File: src/rtl/rom_rr_arbiter.sv
// Round-robin arbiter that shares one combinational lookup ROM between two
// requesters. One lookup is in flight at a time: accept, ROM read, response.
module rom_rr_arbiter #(
    parameter int ADDR_W = 3,
    parameter int DATA_W = 2,
    parameter int CNT_W  = 8
) (
    input  logic              clk,
    input  logic              rst,
    input  logic              req0_valid,
    input  logic [ADDR_W-1:0] req0_addr,
    output logic              req0_ready,
    output logic              rsp0_valid,
    output logic [DATA_W-1:0] rsp0_data,
    input  logic              rsp0_ready,
    input  logic              req1_valid,
    input  logic [ADDR_W-1:0] req1_addr,
    output logic              req1_ready,
    output logic              rsp1_valid,
    output logic [DATA_W-1:0] rsp1_data,
    input  logic              rsp1_ready,
    output logic [ADDR_W-1:0] rom_addr,
    input  logic [DATA_W-1:0] rom_data,
    output logic [CNT_W-1:0]  lookup_cnt
);

    typedef enum logic [1:0] {IDLE, LOOKUP, RESP} state_t;

    state_t            state;
    state_t            state_nxt;
    logic              last_grant;
    logic              grant_q;
    logic [ADDR_W-1:0] addr_q;
    logic [DATA_W-1:0] data_q;
    logic              win0;
    logic              win1;
    logic              rsp_done;

    // ROM address is held in a register so it stays stable in every state.
    assign rom_addr = addr_q;

    // Round-robin winner: a lone requester wins; on a tie the one that was
    // not served last wins.
    always_comb begin
        win0 = 1'b0;
        win1 = 1'b0;
        if (req0_valid && (!req1_valid || last_grant)) begin
            win0 = 1'b1;
        end else if (req1_valid) begin
            win1 = 1'b1;
        end
    end

    // Next-state logic and handshake outputs.
    always_comb begin
        state_nxt  = state;
        req0_ready = 1'b0;
        req1_ready = 1'b0;
        rsp0_valid = 1'b0;
        rsp1_valid = 1'b0;
        rsp0_data  = '0;
        rsp1_data  = '0;
        rsp_done   = 1'b0;
        case (state)
            IDLE: begin
                req0_ready = win0;
                req1_ready = win1;
                if (win0 || win1) begin
                    state_nxt = LOOKUP;
                end
            end
            LOOKUP: begin
                state_nxt = RESP;
            end
            RESP: begin
                if (grant_q) begin
                    rsp1_valid = 1'b1;
                    rsp1_data  = data_q;
                    rsp_done   = rsp1_ready;
                end else begin
                    rsp0_valid = 1'b1;
                    rsp0_data  = data_q;
                    rsp_done   = rsp0_ready;
                end
                if (rsp_done) begin
                    state_nxt = IDLE;
                end
            end
            default: begin
                state_nxt = IDLE;
            end
        endcase
    end

    // State register; reset drops any in-flight lookup.
    always_ff @(posedge clk) begin
        if (rst) begin
            state <= IDLE;
        end else begin
            state <= state_nxt;
        end
    end

    // Captured request, ROM data, priority pointer and completion counter.
    // Priority only moves when a response drains, so a stalled requester
    // keeps its turn until it is served.
    always_ff @(posedge clk) begin
        if (rst) begin
            last_grant <= 1'b1;
            grant_q    <= 1'b0;
            addr_q     <= '0;
            data_q     <= '0;
            lookup_cnt <= '0;
        end else begin
            if (state == IDLE && (win0 || win1)) begin
                addr_q  <= win0 ? req0_addr : req1_addr;
                grant_q <= win1;
            end
            if (state == LOOKUP) begin
                data_q <= rom_data;
            end
            if (rsp_done) begin
                last_grant <= grant_q;
                lookup_cnt <= lookup_cnt + CNT_W'(1);
            end
        end
    end

endmodule

File: config.mk
export PLATFORM = sky130hd
export DESIGN_NAME = rom_rr_arbiter
export DESIGN_NICKNAME = d
export VERILOG_FILES = /design/src/rtl/rom_rr_arbiter.sv
export SDC_FILE = /design/constraint.sdc
export NUM_CORES = 1
export LEC_CHECK = 0
export ABC_AREA = 0
export CORE_AREA = 2 2 42 44
export DETAILED_ROUTE_END_ITERATION = 12
export DIE_AREA = 0 0 44 46
export DONT_BUFFER_PORTS = 1
export PLACE_DENSITY = 0.7
export SKIP_LAST_GASP = 1
export SLEW_MARGIN = 5
export SYNTH_ARGS = -nofsm -noshare
export SYNTH_HDL_FRONTEND = slang
export SYNTH_SLANG_ARGS = --single-unit
export TNS_END_PERCENT = 50
File: constraint.sdc
create_clock -name clk -period 3.1 [get_ports clk]
set_clock_uncertainty 0.15 [all_clocks]
set_input_delay 0.31 -clock clk [delete_from_list [all_inputs] [get_ports clk]]
set_output_delay 0.31 -clock clk [all_outputs]
set_load 0.01 [all_outputs]
==> results.tsv <==
metric	value	unit
GP Congestion	0.753	
clk slew on worst S/H paths	0.09	ns
HP Start	rom_data[0]	
area delta synth->final	5.71	%
IO Port Bufs	0	
final hold violation count	0	
number of warnings issued by yosys	0	
status	finished, final reports clean	
fin nets	115	
average size of a mapped cell	8.59	sq um
initial DRC count	3	
Core ar.	1610	sq um
Die W	44	um
most frequent cells in the layout	dfxtp_1, a21oi_1, nand3b_1, o21ai_0	
largest net degree at the start of global routing	17	
PD cells	474	nW/um^2
post-detail-place hpwl	1180	um
worst slew pin tran	0.576	ns
CP arrival	1.40	ns
Vert. Die Dim	46	um
first-pass iteration count of the detailed router	4	
Final TNS setup	0	ns
total grt overflow	0	
min Tclk post-route	1.86	ns
RR Startpoint	grant_q	
CP Capture Type	primary output	
synth unique cells	27	
Detailed Route WL	1590	um
Worst EP required	2.64	ns
FP Rows	15	
#FFs+latches synth	17	
hold_ws	0.0241	ns
Crit. Startpoint	state[1]	
CP Launch Type	register	
Tcrit/Tclk final	60.0	%
CP Class	reg -> out	
# Post-CTS Setup Buffers	0	
number of vias in the routed layout	719	
Post-synth EDFFs	0	
Worst VDD drop	0.267	mV
CTS tree	built	
Post-Syn Nets	112	
Max FO, Critical Path	9	
H-tree levels	1	
IO Count	33	
HP Class	in -> reg	
first-pass GRT wire length	2480	um
leakage power	0.318	nW
share of cells above drive strength 1	6.06	%
overall die area	2020	sq um
Seq/Total Area, Yosys	40.8	%
final setup vio count	0	
Inserted Clock Buffers	3	
Async S/R FF share, synth	0	%
CTS max path bufs	2	
Peak Freq	0.537	GHz
DRT antenna net count	0	
Mapped Area	833	sq um
DR vias/cell	6.20	
Residual DRC	0	
vias in the first global route	601	
main flop type after synthesis	dfxtp_1	
WL/cell	13.7	um
Mapped Cells	97	
commonest non-fill, non-tap cell in the layout	dfxtp_1	
final setup margin	1.24	ns
Final Total Pwr	417	uW
Clock Sinks	17	
worst-skew pair later-pin latency	0.28	ns
MaxCap Viol Count	0	
RSZ-0062 raised after global routing	false	
GRT Util Overall	17.0	%
Ant. Diodes	0	
slew margin rel.	61.5	%
fin. max-slew vios	0	
Initial Util	51.6	%
initial antenna violation count	0	
Placement Setup Slack	1.43	ns
clk root buf	clkbuf_4	
[final timing paths]
path / to / cells after the start / slack, ns
hold reg to reg: data_q[0] / 2 / 0.37
hold / removal: data_q[0] / 2 / 0.02
setup / recovery: rsp0_data[0] / 3 / 1.24
setup reg to reg: lookup_cnt[7] / 4 / 1.41
[critical path, stage by stage (launching register included)]
cell      delay (ns)
dfxtp_1         0.48
nand2b_1        0.15
nor2_1          0.26
and2_1          0.23
[registers in the layout, summed over array words and instances (netlist names)]
name,flops
rom_addr,3
state,2
last_grant,1
grant_q,1
lookup_cnt,8
data_q,2
[per-stage QoR]
step           std cells  utilization, %  instance area [sq um]
6_report             116            54.6                    881
5_1_grt              116            54.6                    881
4_1_cts              116            54.6                    881
3_5_place_dp         111            52.3                    845
3_3_place_gp         111            52.3                    845
2_1_floorplan         97               -                    833
[cells in the mapped netlist (3+ instances only)]
cell type  count  area [sq um]
mux2i_1        3          30.0
a21oi_1       14          70.1
nand3b_1       6          45.0
or4_1          4          30.0
o31ai_1        5          37.5
a311oi_1       3          26.3
nor2b_1        4          25.0
and2_1         4          25.0
o21ai_0        6          30.0
inv_1          3          11.3
nor2_1         5          18.8
dfxtp_1       17           340
nand2_1        3          11.3
[cells by family after synthesis]
kind of cell / share of synthesized area [%]
buf+inv: 3.45
simple gates: 28.7
flops: 40.8
compound gates: 20.6
mux: 4.96
fa+ha+maj: 1.50
[area by class of cell]
class	count	area (sq um)
Fill cell	157	733
Multi-Input combinational cell	73	464
Sequential cell	17	340
Clock buffer	4	26.3
Tap cell	17	21.3
Timing Repair Buffer	2	17.5
Inverter	3	11.3
[repair_timing]
item,4_1_cts,5_1_grt
hold buffers,1,0
gates resized for setup,0,0
hold endpoints to repair,16,0
[where the power goes]
group	internal [mW]	switching, mW
clock	0.0499	0.0645
sequential	0.231	0.0162
combinational	0.0241	0.0313
total	0.305	0.112
[layer usage]
layer	part of all wire [%]	global-route usage, %	up-vias	wire, um
met2	49	25.3	21	773
met4	0.76	12.1	0	12
li1	-	-	367	-
met3	5.7	6.75	2	91
met1	45	19.7	329	710
met5	0	0	-	0
No activity file was read; power rests on OpenSTA's default activity.
